File: src/rtl/modsched_pkg.sv
// modsched_pkg: shared types and constants for the modulator scheduler.
//   state_e               scheduler FSM states (preamble states are used only
//                         when MODSCHED_PREAMBLE_EN is defined)
//   PREAMBLE_WORD         word sent ahead of each granted frame in preamble builds
//   WAVELENGTH            carrier cycles per bit; must track core_params
//   default_frame_cycles  start-pulse-to-idle time of the modulator for a word width
package modsched_pkg;

  localparam int WAVELENGTH = 4;

  typedef enum logic [2:0] {
    FLUSH,
    IDLE,
    START,
    TX,
    GUARD,
    PRE_START,
    PRE_TX
  } state_e;

  localparam logic [31:0] PREAMBLE_WORD = 32'hA5A5_5A5A;

  // One extra bit slot for the modulator's framing plus two cycles of
  // start-edge detection and return to idle.
  function automatic int default_frame_cycles(input int bits);
    return (bits + 1) * WAVELENGTH + 2;
  endfunction

endpackage

File: src/rtl/modulator_scheduler_rr_arbiter.sv
// rr_arbiter: combinational round-robin pick.
//   req        per-requester request vector
//   ptr        highest-priority index this round
//   en         qualifies the whole pick; no grant when low
//   grant      one-hot grant (zero when nothing granted)
//   grant_idx  binary index of the granted requester
//   any        a grant is being made
module rr_arbiter #(
  parameter int N = 4,
  parameter int W = $clog2(N)
) (
  input  logic [N-1:0] req,
  input  logic [W-1:0] ptr,
  input  logic         en,
  output logic [N-1:0] grant,
  output logic [W-1:0] grant_idx,
  output logic         any
);

  logic [W-1:0] idx;

  always_comb begin
    grant     = '0;
    grant_idx = '0;
    any       = 1'b0;
    idx       = '0;
    // Walk from ptr upward, wrapping, and keep the first hit.
    for (int i = 0; i < N; i++) begin
      idx = W'((int'(ptr) + i) % N);
      if (en && !any && req[idx]) begin
        any       = 1'b1;
        grant_idx = idx;
      end
    end
    if (any) grant[grant_idx] = 1'b1;
  end

endmodule

File: src/rtl/modulator_scheduler.sv
// modulator_scheduler: shares one BPSK modulator among REQUESTERS word sources.
// Grants round-robin on a valid/ready handshake, registers the winning word
// onto mod_data, pulses mod_start for one cycle, times the frame, enforces an
// inter-frame guard gap, then re-arbitrates.
//   clk        system clock
//   reset      synchronous active-low reset
//   req_valid  per-requester word offered
//   req_data   packed words, requester i at [i*BITS +: BITS]
//   req_ready  one-hot accept strobe (IDLE only, combinational)
//   mod_data   word held to the modulator
//   mod_start  one-cycle start pulse
//   grant_id   index of the requester owning the modulator
//   busy       high in every state except IDLE
// Build option: MODSCHED_PREAMBLE_EN sends PREAMBLE_WORD as a full frame ahead
// of every granted word; the granted word waits in a shadow register.
//
// state     | meaning
// FLUSH     | wait one frame time for a modulator frame that may still be in flight
// IDLE      | arbitrate; handshake and register the winner's word
// PRE_START | start pulse for the preamble frame
// PRE_TX    | preamble frame on air
// START     | start pulse for the granted word
// TX        | granted word on air
// GUARD     | inter-frame idle gap
module modulator_scheduler
  import modsched_pkg::*;
#(
  parameter int REQUESTERS   = 4,
  parameter int BITS         = 32,
  parameter int FRAME_CYCLES = default_frame_cycles(BITS),
  parameter int GUARD_CYCLES = 8
) (
  input  logic                          clk,
  input  logic                          reset,
  input  logic [REQUESTERS-1:0]         req_valid,
  input  logic [REQUESTERS*BITS-1:0]    req_data,
  output logic [REQUESTERS-1:0]         req_ready,
  output logic [BITS-1:0]               mod_data,
  output logic                          mod_start,
  output logic [$clog2(REQUESTERS)-1:0] grant_id,
  output logic                          busy
);

  localparam int IDW     = $clog2(REQUESTERS);
  localparam int CNT_MAX = (FRAME_CYCLES > GUARD_CYCLES) ? FRAME_CYCLES : GUARD_CYCLES;
  localparam int CW      = $clog2(CNT_MAX + 1);
  localparam logic [CW-1:0] CNT_FRAME = CW'(FRAME_CYCLES - 1);
  localparam logic [CW-1:0] CNT_GUARD = CW'((GUARD_CYCLES > 0) ? GUARD_CYCLES - 1 : 0);

  state_e          state_q, state_d;
  logic [CW-1:0]   cnt_q, cnt_d;
  logic [IDW-1:0]  ptr_q, ptr_d;
  logic [BITS-1:0] mod_data_q, mod_data_d;
  logic [IDW-1:0]  grant_id_q, grant_id_d;
`ifdef MODSCHED_PREAMBLE_EN
  logic [BITS-1:0] shadow_q, shadow_d;
  logic            pre_phase_q, pre_phase_d;  // GUARD currently follows the preamble
`endif

  logic                  arb_en;
  logic [REQUESTERS-1:0] arb_grant;
  logic [IDW-1:0]        arb_idx;
  logic                  arb_any;
  logic [BITS-1:0]       win_word;

  rr_arbiter #(.N(REQUESTERS), .W(IDW)) u_arb (
    .req       (req_valid),
    .ptr       (ptr_q),
    .en        (arb_en),
    .grant     (arb_grant),
    .grant_idx (arb_idx),
    .any       (arb_any)
  );

  always_comb begin
    win_word = '0;
    for (int i = 0; i < REQUESTERS; i++) begin
      if (arb_grant[i]) win_word = req_data[i*BITS +: BITS];
    end
  end

  always_comb begin
    state_d    = state_q;
    cnt_d      = cnt_q;
    ptr_d      = ptr_q;
    mod_data_d = mod_data_q;
    grant_id_d = grant_id_q;
`ifdef MODSCHED_PREAMBLE_EN
    shadow_d    = shadow_q;
    pre_phase_d = pre_phase_q;
`endif
    arb_en    = (state_q == IDLE);
    req_ready = '0;
    mod_start = 1'b0;

    unique case (state_q)
      FLUSH: begin
        if (cnt_q == '0) state_d = IDLE;
        else             cnt_d   = cnt_q - 1'b1;
      end
      IDLE: begin
        if (arb_any) begin
          req_ready  = arb_grant;
          grant_id_d = arb_idx;
          ptr_d      = (arb_idx == IDW'(REQUESTERS - 1)) ? '0 : arb_idx + 1'b1;
`ifdef MODSCHED_PREAMBLE_EN
          shadow_d    = win_word;
          mod_data_d  = BITS'(PREAMBLE_WORD);
          pre_phase_d = 1'b1;
          state_d     = PRE_START;
`else
          mod_data_d = win_word;
          state_d    = START;
`endif
        end
      end
`ifdef MODSCHED_PREAMBLE_EN
      PRE_START: begin
        mod_start = 1'b1;
        cnt_d     = CNT_FRAME;
        state_d   = PRE_TX;
      end
      PRE_TX: begin
        if (cnt_q != '0) begin
          cnt_d = cnt_q - 1'b1;
        end else if (GUARD_CYCLES == 0) begin
          mod_data_d  = shadow_q;
          pre_phase_d = 1'b0;
          state_d     = START;
        end else begin
          cnt_d   = CNT_GUARD;
          state_d = GUARD;
        end
      end
`endif
      START: begin
        mod_start = 1'b1;
        cnt_d     = CNT_FRAME;
        state_d   = TX;
      end
      TX: begin
        if (cnt_q != '0) begin
          cnt_d = cnt_q - 1'b1;
        end else if (GUARD_CYCLES == 0) begin
          state_d = IDLE;
        end else begin
          cnt_d   = CNT_GUARD;
          state_d = GUARD;
        end
      end
      GUARD: begin
        if (cnt_q != '0) begin
          cnt_d = cnt_q - 1'b1;
        end else begin
`ifdef MODSCHED_PREAMBLE_EN
          if (pre_phase_q) begin
            mod_data_d  = shadow_q;
            pre_phase_d = 1'b0;
            state_d     = START;
          end else begin
            state_d = IDLE;
          end
`else
          state_d = IDLE;
`endif
        end
      end
      default: begin
        state_d = FLUSH;
        cnt_d   = CNT_FRAME;
      end
    endcase
  end

  always_ff @(posedge clk) begin
    if (!reset) begin
      state_q    <= FLUSH;
      cnt_q      <= CNT_FRAME;
      ptr_q      <= '0;
      mod_data_q <= '0;
      grant_id_q <= '0;
`ifdef MODSCHED_PREAMBLE_EN
      shadow_q    <= '0;
      pre_phase_q <= 1'b0;
`endif
    end else begin
      state_q    <= state_d;
      cnt_q      <= cnt_d;
      ptr_q      <= ptr_d;
      mod_data_q <= mod_data_d;
      grant_id_q <= grant_id_d;
`ifdef MODSCHED_PREAMBLE_EN
      shadow_q    <= shadow_d;
      pre_phase_q <= pre_phase_d;
`endif
    end
  end

  assign mod_data = mod_data_q;
  assign grant_id = grant_id_q;
  assign busy     = (state_q != IDLE);

endmodule

File: config.mk
export PLATFORM = sky130hd
export DESIGN_NAME = modulator_scheduler
export DESIGN_NICKNAME = d
export VERILOG_FILES = /design/src/rtl/modsched_pkg.sv /design/src/rtl/modulator_scheduler_rr_arbiter.sv /design/src/rtl/modulator_scheduler.sv
export SDC_FILE = /design/constraint.sdc
export NUM_CORES = 1
export LEC_CHECK = 0
export ABC_AREA = 1
export BUFFER_PORTS_ARGS = -buffer_cell sky130_fd_sc_hd__clkbuf_2
export CAP_MARGIN = 20
export CORE_MARGIN = 5
export CORE_UTILIZATION = 45
export DETAILED_ROUTE_END_ITERATION = 12
export PLACE_DENSITY_LB_ADDON = 0.08
export SYNTH_ARGS = -nofsm -noshare
export SYNTH_HDL_FRONTEND = slang
export SYNTH_SLANG_ARGS = --single-unit
File: constraint.sdc
create_clock -name clk -period 2.45 [get_ports clk]
set_clock_uncertainty 0.1 [all_clocks]
set_input_delay 0.3675 -clock clk [delete_from_list [all_inputs] [get_ports clk]]
set_output_delay 0.3675 -clock clk [all_outputs]
set_load 0.005 [all_outputs]
==> summary.md, run 1 <==
| Metric | Value |
|---|---|
| Final wirelength | `roughly 14000 um` |
| Peak supply drop | `0.9662 mV` |
| DR DRC count | `0` |
| Relative slew slack | `62.33%` |
| Placement Setup Slack | `-229.1 ps` |
| Largest net degree at the start of global routing | `50` |
| R2R Setup Slk | `-60 ps` |
| Int Power | `between 4000 and 5000 uW` |
| CTS tree | `yes` |
| CP Capture Point | `req_ready[3]` |
| Die H | `106.2 um` |
| Sw power | `4622 uW` |
| Switch share | `roughly 52%` |
| WP data required | `1980 ps` |
| Area added between synthesis and finish | `45.84%` |
| Part of the power in registers | `13.0%` |
| Outcome | `finished with violations` |
| CP max FO | `6` |
| Hold WC Path Type | `in -> reg` |
| Mean Syn Cell Area | `5.766 um2` |
| YS warnings | `0` |
| Core ar. | `9109 um2` |
| CTS root buf | `clkbuf_8` |
| Layout cells sized above 1 | `between 30% and 40%` |
| Post-synth EDFFs | `0` |
| Clock share of power | `6.0%` |
| Rows | `35` |
| Gate Count Post-Synth | `722` |
| Hold Vio Cnt, Final | `0` |
| Full die area | `between 10000 and 15000 um2` |
| Starting DRT DRC Count | `190` |
| TritonCTS Buffers | `5` |
| Synth Cell Area | `approximately 4200 um2` |
| # fillers | `866` |
| Number of synthesized register bits | `47` |
| Via Count | `about 5000` |
| Crit path DAT | `about 2200 ps` |
| Top cells by area, synth | `dfxtp_1 (23%), inv_1 (17%), nand2_1 (15%), nand3_1 (8.5%), a21oi_2 (6.3%)` |
| Top FF cell, synth | `dfxtp_1` |
| Setup TNS | `-1233 ps` |
| Synth cell count leaders | `inv_1 (186), nand2_1 (168), nand3_1 (71)` |
| Synth top area share | `22.60%` |
| Max Fclk | `381.0 MHz` |
| First-pass GRT wire length | `21650 um` |
| Synth area leader | `dfxtp_1` |
| Cell variety after synth | `31` |
| Reg-to-Reg Start | `ptr_q[0]` |
| Final Slew Violations | `0` |
| Vias in the first global route | `4782` |
| WL per Instance | `13.88 um` |
| CTS Sinks | `47` |
| Clk slew on worst S/H paths | `90 ps` |
| H-tree levels | `2` |
| Starting density of the core | `between 40% and 50%` |
| Clk_lat worst skew | `300 ps` |
| DRT Pass-1 Iters | `4` |
| Gr ovfl total | `0` |
| Final core occ | `66.65%` |
| Die Wd | `roughly 110 um` |
| Worst r2r dst | `mod_data[10]` |
| Cell with the most instances after synthesis | `inv_1` |
| Failing checks | `setup timing` |
| Worst Setup Path Type | `reg -> out` |
| RD Place Congestion | `0.8680` |
| Initial antenna violation count | `1` |
| Detail-routed via count per cell | `roughly 5` |
| RSZ-0062 raised after global routing | `true` |
| Bufs on Longest Clock Path | `2` |
| Slew @ Worst Pin | `roughly 570 ps` |
| Antenna Nets Post-Route | `0` |
| Area of the multi-input gates | `about 2600 um2` |
| Comb power frac | `81.0%` |
| Post-synth net total | `roughly 860` |
| Final cell count without fillers | `1030` |
| Worst Setup End Kind | `primary output` |
| Leak | `0.003599 uW` |
| Fin crit share | `107.1%` |
| I/O Pins | `about 170` |
| Pwr dens | `1462 nW/um2` |
| Dpl hpwl | `between 9000 and 10000 um` |
| Post-DP Area | `5251 um2` |
| Ant. Diodes | `0` |
| Crit path launch | `ptr_q[0]` |
| Min Clock Period, post-route | `2625 ps` |
| Inst Count DP | `998` |
| R2R cell count | `19` |
| Max Cap Viol | `0` |
| Sequential fraction of the synthesis area | `22.60%` |
| Sequential cell area | `948.4 um2` |
| GRT Overall Usage | `around 23%` |
| IO Port Bufs | `173` |
| Number of setup violations in the final report | `34` |
| CP Launch Type | `register` |
| Post-synthesis async set-or-reset flop share | `0%` |
| Fin worst setup slack | `-174.8 ps` |
| Layout Nets | `1057` |
| Final instance area | `about 6100 um2` |
through the flow:
stage / hold WS [ps] / total power, uW
finish: 251.4 / 8878
global route: 264.7 / 9685
CTS: 250.2 / 7915
detailed placement: 379.3 / 6770
global placement: 367.0 / 6631
floorplan: 351.5 / 5397
worst min path at each step:
stage                  startpoint      endpoint  slack [ps]  depth (start not counted)
floorplan                cnt_q[5]      cnt_q[5]         350                          2
global placement         cnt_q[5]      cnt_q[5]         370                          2
detailed placement       cnt_q[5]      cnt_q[5]         380                          2
CTS                  req_data[96]   mod_data[0]         250                          5
global route         req_data[99]   mod_data[3]         260                          5
finish              req_data[122]  mod_data[26]         250                          5
sequential cells by signal (all words and copies together) (netlist names):
register	cells
cnt_q	8
grant_id	2
ptr_q	2
state_q	3
mod_data	32
power groups by stage:
stage	logic, uW	clock network [uW]	registers (uW)
after floorplan	4250	0	1150
after global placement	5480	0	1150
after detailed placement	5610	0	1160
after CTS	6220	545	1150
after global routing	7930	573	1180
final	7190	537	1150
kinds of logic (layout without fill, tap and decap cells):
kind of cell | after synthesis | count (layout) | share of synthesized area [%]
AND/OR/NAND/NOR | 306 | 307 | 31.65
XOR/XNOR | 1 | 1 | 0.2104
AO/OA/AOI/OAI | 127 | 127 | 20.05
buffers and inverters | 236 | 432 | 23.99
adder cells (fa/ha/maj) | 5 | 5 | 1.503
flip-flops | 47 | 47 | 22.60
per-layer routing:
metal  track usage, %  up-vias  share of wire [%]
met3            5.829       32                7.3
met2            41.58      174                 50
met4            6.938        2                2.4
li1                 -     2586                  -
met1            27.21     2233                 40
met5                0        -              0.077
critical path: stages (launching register included):
cell and delay, ps:
dfxtp_4 400, inv_4 50, nand2_2 50, nand2_1 50, nand2_1 80, nand2_2 80
nor2_4 110, nand2_4 90, nand2_4 100, inv_2 50, nand3b_1 100, nand3_2 110
nand2_4 130, inv_4 60, ha_4 160, nand2_2 80, inv_4 50, clkbuf_2 110
repair_timing:
item / CTS / global route
setup endpoints to repair: 36 / 36
gates cloned: 2 / 7
hold buffers: 0 / 0
gates resized for setup: 46 / 71
buffers inserted: 13 / 2
pin swaps: 10 / 40
cell usage in the layout (no fill, tap or decap), types with 8 or more instances in the layout:
cell type	count
nand2_1	153
inv_1	178
dfxtp_1	45
nor2_4	15
a21oi_1	12
nand3_1	57
buf_4	34
o21ai_0	44
nor2_1	26
clkbuf_2	172
nand2_2	15
nand3_2	16
a21oi_2	31
buf_6	9
buf_12	8
o211ai_1	32
inv_2	11
area by class of cell:
class / instances / area share, %
multi-input combinational: 440 / 42.62
tap: 111 / 2.288
timing repair buffer: 231 / 25.70
sequential: 47 / 15.62
clock buffer: 8 / 1.649
inverter: 193 / 12.12
(Power assumes the default switching activity.)
==> inputs of run 2 (changes only) <==
--- a/config.mk
+++ b/config.mk
@@ -14,2 +14,3 @@
 export PLACE_DENSITY_LB_ADDON = 0.08
+export SLEW_MARGIN = 25
 export SYNTH_ARGS = -nofsm -noshare
==> constraint.sdc (replaced) <==
create_clock -name clk -period 2.45 [get_ports clk]
set_clock_uncertainty 0.1 [all_clocks]
set_input_delay 0.49 -clock clk [delete_from_list [all_inputs] [get_ports clk]]
set_output_delay 0.49 -clock clk [all_outputs]
set_load 0.005 [all_outputs]
==> summary.md, run 2 (synthesized netlist as in run 1, its figures left out) <==
| Metric | Value |
|---|---|
| Outcome | `finished with violations` |
| Failing checks | `setup timing` |
| Dpl hpwl | `9648 um (-0.20%)` |
| Starting DRT DRC Count | `125 (-34%)` |
| CP max FO | `8 (+2)` |
| Max Cap Viol | `0 (unchanged)` |
| Slew @ Worst Pin | `496.1 ps (-68.91 ps)` |
| Placement Setup Slack | `-201.6 ps (+27.52 ps)` |
| Worst r2r dst | `mod_data[9]` |
| Fin worst setup slack | `-313.3 ps (-138.5 ps)` |
| Final Slew Violations | `0 (unchanged)` |
| WP data required | `1860 ps (-120 ps)` |
| Clk_lat worst skew | `300 ps (about the same)` |
| Die Wd | `106.2 um (unchanged)` |
| DRT Pass-1 Iters | `4 (unchanged)` |
| Number of flip-flops in the largest register | `32 (unchanged)` |
| Comb power frac | `82.5% (+1.5 points)` |
| Hold Path Depth | `5 (unchanged)` |
| R2R cell count | `19 (unchanged)` |
| Max stage delay cell, worst path | `dfxtp_4` |
| Hold buffer count at cts | `0 (unchanged)` |
| Bufs on Longest Clock Path | `2 (unchanged)` |
| Area of the multi-input gates | `2851 um2 (+10%)` |
| Core ar. | `9109 um2 (unchanged)` |
| CP peak stage delay | `440 ps (+40 ps)` |
| H-tree levels | `2 (unchanged)` |
| CTS Sinks | `47 (unchanged)` |
| Detail-routed via count per cell | `4.924 (+0.88%)` |
| Top delay family on crit path | `simple AND/OR/NAND/NOR gates` |
| Switch share | `53.22% (+1.2 points)` |
| Worst Setup End Kind | `primary output` |
| Starting density of the core | `45.70% (unchanged)` |
| RSZ-0062 raised after global routing | `true` |
| Gr ovfl total | `0 (unchanged)` |
| Reg-to-Reg Start | `ptr_q[0]` |
| Crit path DAT | `2170 ps (about the same)` |
| Worst Setup Path Type | `reg -> out` |
| Worst-path cell chain | `inv_8 -> nand2_4 -> nand2_2 -> nand2_2 -> nand2_2 -> nor2_2 -> nand2_2 -> nand2_4 -> inv_2 -> nand3_1 -> nand3_2 -> nand2_4 -> inv_4 -> ha_4 -> nand2_2 -> inv_2 -> buf_6` |
| TritonCTS Buffers | `5 (unchanged)` |
| Largest net degree at the start of global routing | `41 (-18%)` |
| Fin crit share | `112.8% (+5.7 points)` |
| Die H | `106.2 um (unchanged)` |
| Via Count | `5022 (-0.099%)` |
| Commonest non-fill, non-tap cell in the layout | `inv_1` |
| I/O Pins | `174 (unchanged)` |
| Int Power | `4378 uW (+2.9%)` |
| Most frequent CP cell | `nand2_2` |
| Inst Count DP | `997 (-0.10%)` |
| CTS root buf | `clkbuf_8` |
| Vias in the first global route | `4603 (-3.7%)` |
| First-pass GRT wire length | `20980 um (-3.1%)` |
| Hold WS | `375.7 ps (+124.4 ps)` |
| Sw power | `4981 uW (+7.8%)` |
| Layout Nets | `1047 (-0.95%)` |
| Area added between synthesis and finish | `51.67%` |
| Leak | `0.003590 uW (-0.25%)` |
| Initial antenna violation count | `1 (unchanged)` |
| Part of the power in registers | `12.3% (-0.7 points)` |
| Hold Crit Start | `req_data[126]` |
| Clock share of power | `5.2% (-0.8 points)` |
| # fillers | `838 (-3.2%)` |
| Relative slew slack | `66.92% (+4.6 points)` |
| Final core occ | `69.31% (+2.7 points)` |
| Sink of the worst hold path | `mod_data[30]` |
| Layout cells sized above 1 | `43.89% (+5.0 points)` |
| Final cell count without fillers | `1020 (-0.97%)` |
| Number of setup violations in the final report | `36 (+5.9%)` |
| Rows | `35 (unchanged)` |
| Min Clock Period, post-route | `2763 ps (+138.5 ps)` |
| CP Launch Type | `register` |
| Worst path buffer plus inverter count | `5 (unchanged)` |
| GRT Overall Usage | `22.13% (-1.1 points)` |
| IO Port Bufs | `173 (unchanged)` |
| Ant. Diodes | `0 (unchanged)` |
| WL per Instance | `13.84 um (-0.30%)` |
| Pwr dens | `1482 nW/um2 (+1.4%)` |
| Max Fclk | `361.9 MHz (-5.0%)` |
| Clk slew on worst S/H paths | `100 ps (about the same)` |
| Peak supply drop | `0.8783 mV (-9.1%)` |
| CTS tree | `yes` |
| R2R Setup Slk | `-90 ps (-30 ps)` |
| Hold Vio Cnt, Final | `0 (unchanged)` |
| RD Place Congestion | `0.9353 (+7.8%)` |
| Final wirelength | `14120 um (-1.3%)` |
| DR DRC count | `0 (unchanged)` |
| Antenna Nets Post-Route | `0 (unchanged)` |
| Hold WC Path Type | `in -> reg` |
| Sequential cell area | `945.9 um2 (-0.26%)` |
| Full die area | `11270 um2 (unchanged)` |
| Most frequent cells in the layout | `inv_1 (180), clkbuf_2 (171), nand2_1 (143), nand3_2 (45), dfxtp_1 (45)` |
run 2: cell types whose count changed in the layout (fill, tap and decap cells not counted), sizes merged:
cell      delta
buf          -8
inv          +2
clkinvlp     -1
clkbuf       -4
nand4        -1
clkinv       +2
run 2: through the flow:
step	total power, uW	TNS [ps]	instance area, um2
floorplan	5420	-75.50	4198
global placement	6729	-3766	5303
CTS	7701	-968.1	5547
finish	9359	-2403	6314
global route	10190	-9256	6314
detailed placement	6859	-6549	5303
run 2: repair_timing:
| action | CTS | global route |
|---|---|---|
| pin swaps | 9 | 111 |
| buffers inserted | 5 | 4 |
| gates cloned | 0 | 7 |
| resized for setup | 38 | 147 |
| setup endpoints to repair | 36 | 37 |
run 2: final cells by class:
class / count / share of cell area, %
Multi-Input combinational cell: 439 / 45.16
Timing Repair Buffer: 222 / 24.63
Inverter: 193 / 11.63
Clock inverter: 3 / 0.2973
Tap cell: 111 / 2.200
Sequential cell: 47 / 14.98
Clock buffer: 5 / 1.090
run 2: worst reg2reg max path, delay by kind of cell (launching register included):
kind,cells,cell delay [ps]
compound gates,2,340
flops,1,440
buf+inv,4,500
simple gates,12,900
fa+ha+maj,1,190
run 2: layer usage:
layer	track usage [%]	up-vias	wire length, um
met4	4.995	2	233
met5	0	-	13
met1	27.38	2279	5680
met3	4.797	24	868
li1	-	2563	-
met2	39.14	154	7319
run 2: worst max-delay path by stage:
stage                      start           end  slack [ps]  cells after the start
floorplan           req_valid[1]  req_ready[1]         -40                     15
global placement    req_valid[3]  req_ready[3]        -130                     17
detailed placement  req_valid[2]  mod_data[23]        -200                     19
CTS                     ptr_q[0]  req_ready[3]        -270                     17
global route            ptr_q[0]  req_ready[3]        -460                     15
finish                  ptr_q[0]  req_ready[3]        -310                     17
run 2: power groups by stage:
stage	registers [uW]	logic (uW)	clock network (uW)
6_report	1160	7720	485
3_3_place_gp	1150	5580	0
2_1_floorplan	1150	4270	0
3_5_place_dp	1150	5710	0
4_1_cts	1150	6050	501
5_1_grt	1180	8480	531
==> inputs of run 3 (changes only) <==
Clock period 2.45 ns to 3.4 ns, I/O delays scaled along.
==> summary.md, run 3 (synthesized netlist as in run 1, its figures left out) <==
| Metric | Value |
|---|---|
| Outcome | `finished, final reports clean` |
| Layout cells sized above 1 | `28.10% (-16 points)` |
| Final core occ | `56.59% (-13 points)` |
| # fillers | `937 (+12%)` |
| WP data required | `2620 ps (+760 ps)` |
| Via Count | `4658 (-7.2%)` |
| Final wirelength | `12230 um (-13%)` |
| First-pass GRT wire length | `20100 um (-4.2%)` |
| Clock share of power | `10.0% (+4.8 points)` |
| Bufs on Longest Clock Path | `2 (unchanged)` |
| H-tree levels | `2 (unchanged)` |
| Most frequent cells in the layout | `inv_1 (186), clkbuf_2 (173), nand2_1 (168), nand3_1 (71), nor2_1 (47)` |
| Hold WC Path Type | `reg -> reg` |
| Switch share | `54.72% (+1.5 points)` |
| Peak supply drop | `0.6864 mV (-22%)` |
| TritonCTS Buffers | `5 (unchanged)` |
| Die H | `106.2 um (unchanged)` |
| CTS tree | `yes` |
| Number of setup violations in the final report | `0 (-100%)` |
| Commonest non-fill, non-tap cell in the layout | `inv_1` |
| Sw power | `2745 uW (-45%)` |
| Starting DRT DRC Count | `142 (+14%)` |
| Clk slew on worst S/H paths | `90 ps (about the same)` |
| Gr ovfl total | `0 (unchanged)` |
| Hold Vio Cnt, Final | `0 (unchanged)` |
| Full die area | `11270 um2 (unchanged)` |
| RD Place Congestion | `0.8215 (-12%)` |
| R2R Setup Slk | `620 ps (+710 ps)` |
| Fin crit share | `92.32%` |
| Vias in the first global route | `4329 (-6.0%)` |
| IO Port Bufs | `173 (unchanged)` |
| Slew @ Worst Pin | `747.1 ps (+251.0 ps)` |
| Reg-to-Reg Start | `ptr_q[0]` |
| Layout Nets | `1010 (-3.5%)` |
| Max Cap Viol | `0 (unchanged)` |
| Setup TNS | `0 ps (+2403 ps)` |
| Comb power frac | `73.3% (-9.2 points)` |
| Area added between synthesis and finish | `23.84%` |
| Final Slew Violations | `0 (unchanged)` |
| Area of the multi-input gates | `2226 um2 (-22%)` |
| GRT Overall Usage | `21.32% (-0.81 points)` |
| Largest net degree at the start of global routing | `85 (+110%)` |
| Antenna Nets Post-Route | `0 (unchanged)` |
| CP Capture Point | `req_ready[3]` |
| Crit path launch | `req_valid[3]` |
| Initial antenna violation count | `0 (-1)` |
| CP max FO | `6 (-2)` |
| RSZ-0062 raised after global routing | `false` |
| R2R cell count | `18 (-1)` |
| Sequential cell area | `945.9 um2 (unchanged)` |
| Relative slew slack | `50.19% (-17 points)` |
| Crit path DAT | `2360 ps (+190 ps)` |
| Ant. Diodes | `0 (unchanged)` |
| Worst Setup Path Type | `in -> out` |
| Worst r2r dst | `mod_data[2]` |
| Int Power | `2271 uW (-48%)` |
| Rows | `35 (unchanged)` |
| Core ar. | `9109 um2 (unchanged)` |
| Max Fclk | `318.6 MHz` |
| Dpl hpwl | `9072 um (-6.0%)` |
| Worst Setup End Kind | `primary output` |
| Post-layout power | `5015 uW (-46%)` |
| CTS Sinks | `47 (unchanged)` |
| Pwr dens | `972.9 nW/um2 (-34%)` |
| CTS root buf | `clkbuf_8` |
| Number of flip-flops in the largest register | `32 (unchanged)` |
| I/O Pins | `174 (unchanged)` |
| WL per Instance | `12.44 um (-10%)` |
| DR DRC count | `0 (unchanged)` |
| Min Clock Period, post-route | `3139 ps` |
| Clk_lat worst skew | `310 ps (about the same)` |
| Hold Path Depth | `2 (-3)` |
| Part of the power in registers | `16.6% (+4.3 points)` |
| CP Launch Type | `input pin` |
| DRT Pass-1 Iters | `4 (unchanged)` |
| Detail-routed via count per cell | `4.739 (-3.8%)` |
| Starting density of the core | `45.70% (unchanged)` |
| Die Wd | `106.2 um (unchanged)` |
| Leak | `0.003253 uW (-9.4%)` |
[run 3: power by group through the flow]
stage                     Clock [uW]  Sequential, uW  Combinational, uW
after floorplan                    0             825               3020
after global placement             0             837               3610
after detailed placement           0             843               3680
after CTS                        520             831               3690
after global routing             540             856               4210
final                            503             834               3680
[run 3: worst min-delay path by stage]
stage | from | endpoint | slack [ps]
6_report | cnt_q[5] | cnt_q[5] | 380
5_1_grt | cnt_q[5] | cnt_q[5] | 410
4_1_cts | cnt_q[5] | cnt_q[5] | 390
3_5_place_dp | cnt_q[5] | cnt_q[5] | 370
3_3_place_gp | cnt_q[5] | cnt_q[5] | 360
2_1_floorplan | cnt_q[5] | cnt_q[5] | 350
[run 3: what timing repair did]
item	4_1_cts	5_1_grt
gates resized for setup	0	3
setup buffers	0	0
hold buffers	0	0
setup endpoints to repair	0	4
hold endpoints to repair	0	0
[run 3: final cells by class]
cell class / instances / share of cell area (%)
clock buffers: 5 / 1.335
clock inverters: 3 / 1.311
inverters: 193 / 14.10
multi-input cells: 439 / 43.18
flip-flops and latches: 47 / 18.35
well taps: 111 / 2.694
repair buffers: 185 / 19.03
[run 3: worst max-delay path, stage by stage]
cell and delay [ps]:
clkbuf_2 90, inv_1 40, nand2_1 60, nand3_1 80
nand2_1 100, nor2_1 60, nand2_2 130, nand2_1 100
nor3_1 190, o21ai_0 110, buf_4 150, inv_1 100
ha_1 220, nand2_2 70, inv_2 70, clkbuf_2 100
[run 3: per-layer routing]
layer / vias up / part of all wire [%] / track usage (%) / routed length [um]
met5: - / 0 / 0 / 0
met3: 14 / 7.7 / 5.889 / 942
met1: 2033 / 43 / 26.17 / 5220
met4: 0 / 1.2 / 4.255 / 148
li1: 2483 / - / - / -
met2: 128 / 48 / 37.29 / 5922
[run 3: through the flow]
| stage | std cells | worst slack (ps) | hold slack (ps) | area, um2 |
|---|---|---|---|---|
| floorplan | 722 | 166.1 | 351.5 | 4163 |
| detailed placement | 975 | 266.4 | 370.6 | 5014 |
| global route | 983 | 13.37 | 413.7 | 5155 |
| CTS | 983 | 83.04 | 385.3 | 5150 |
| global placement | 975 | 356.6 | 362.4 | 5014 |
| finish | 983 | 261.0 | 381.2 | 5155 |
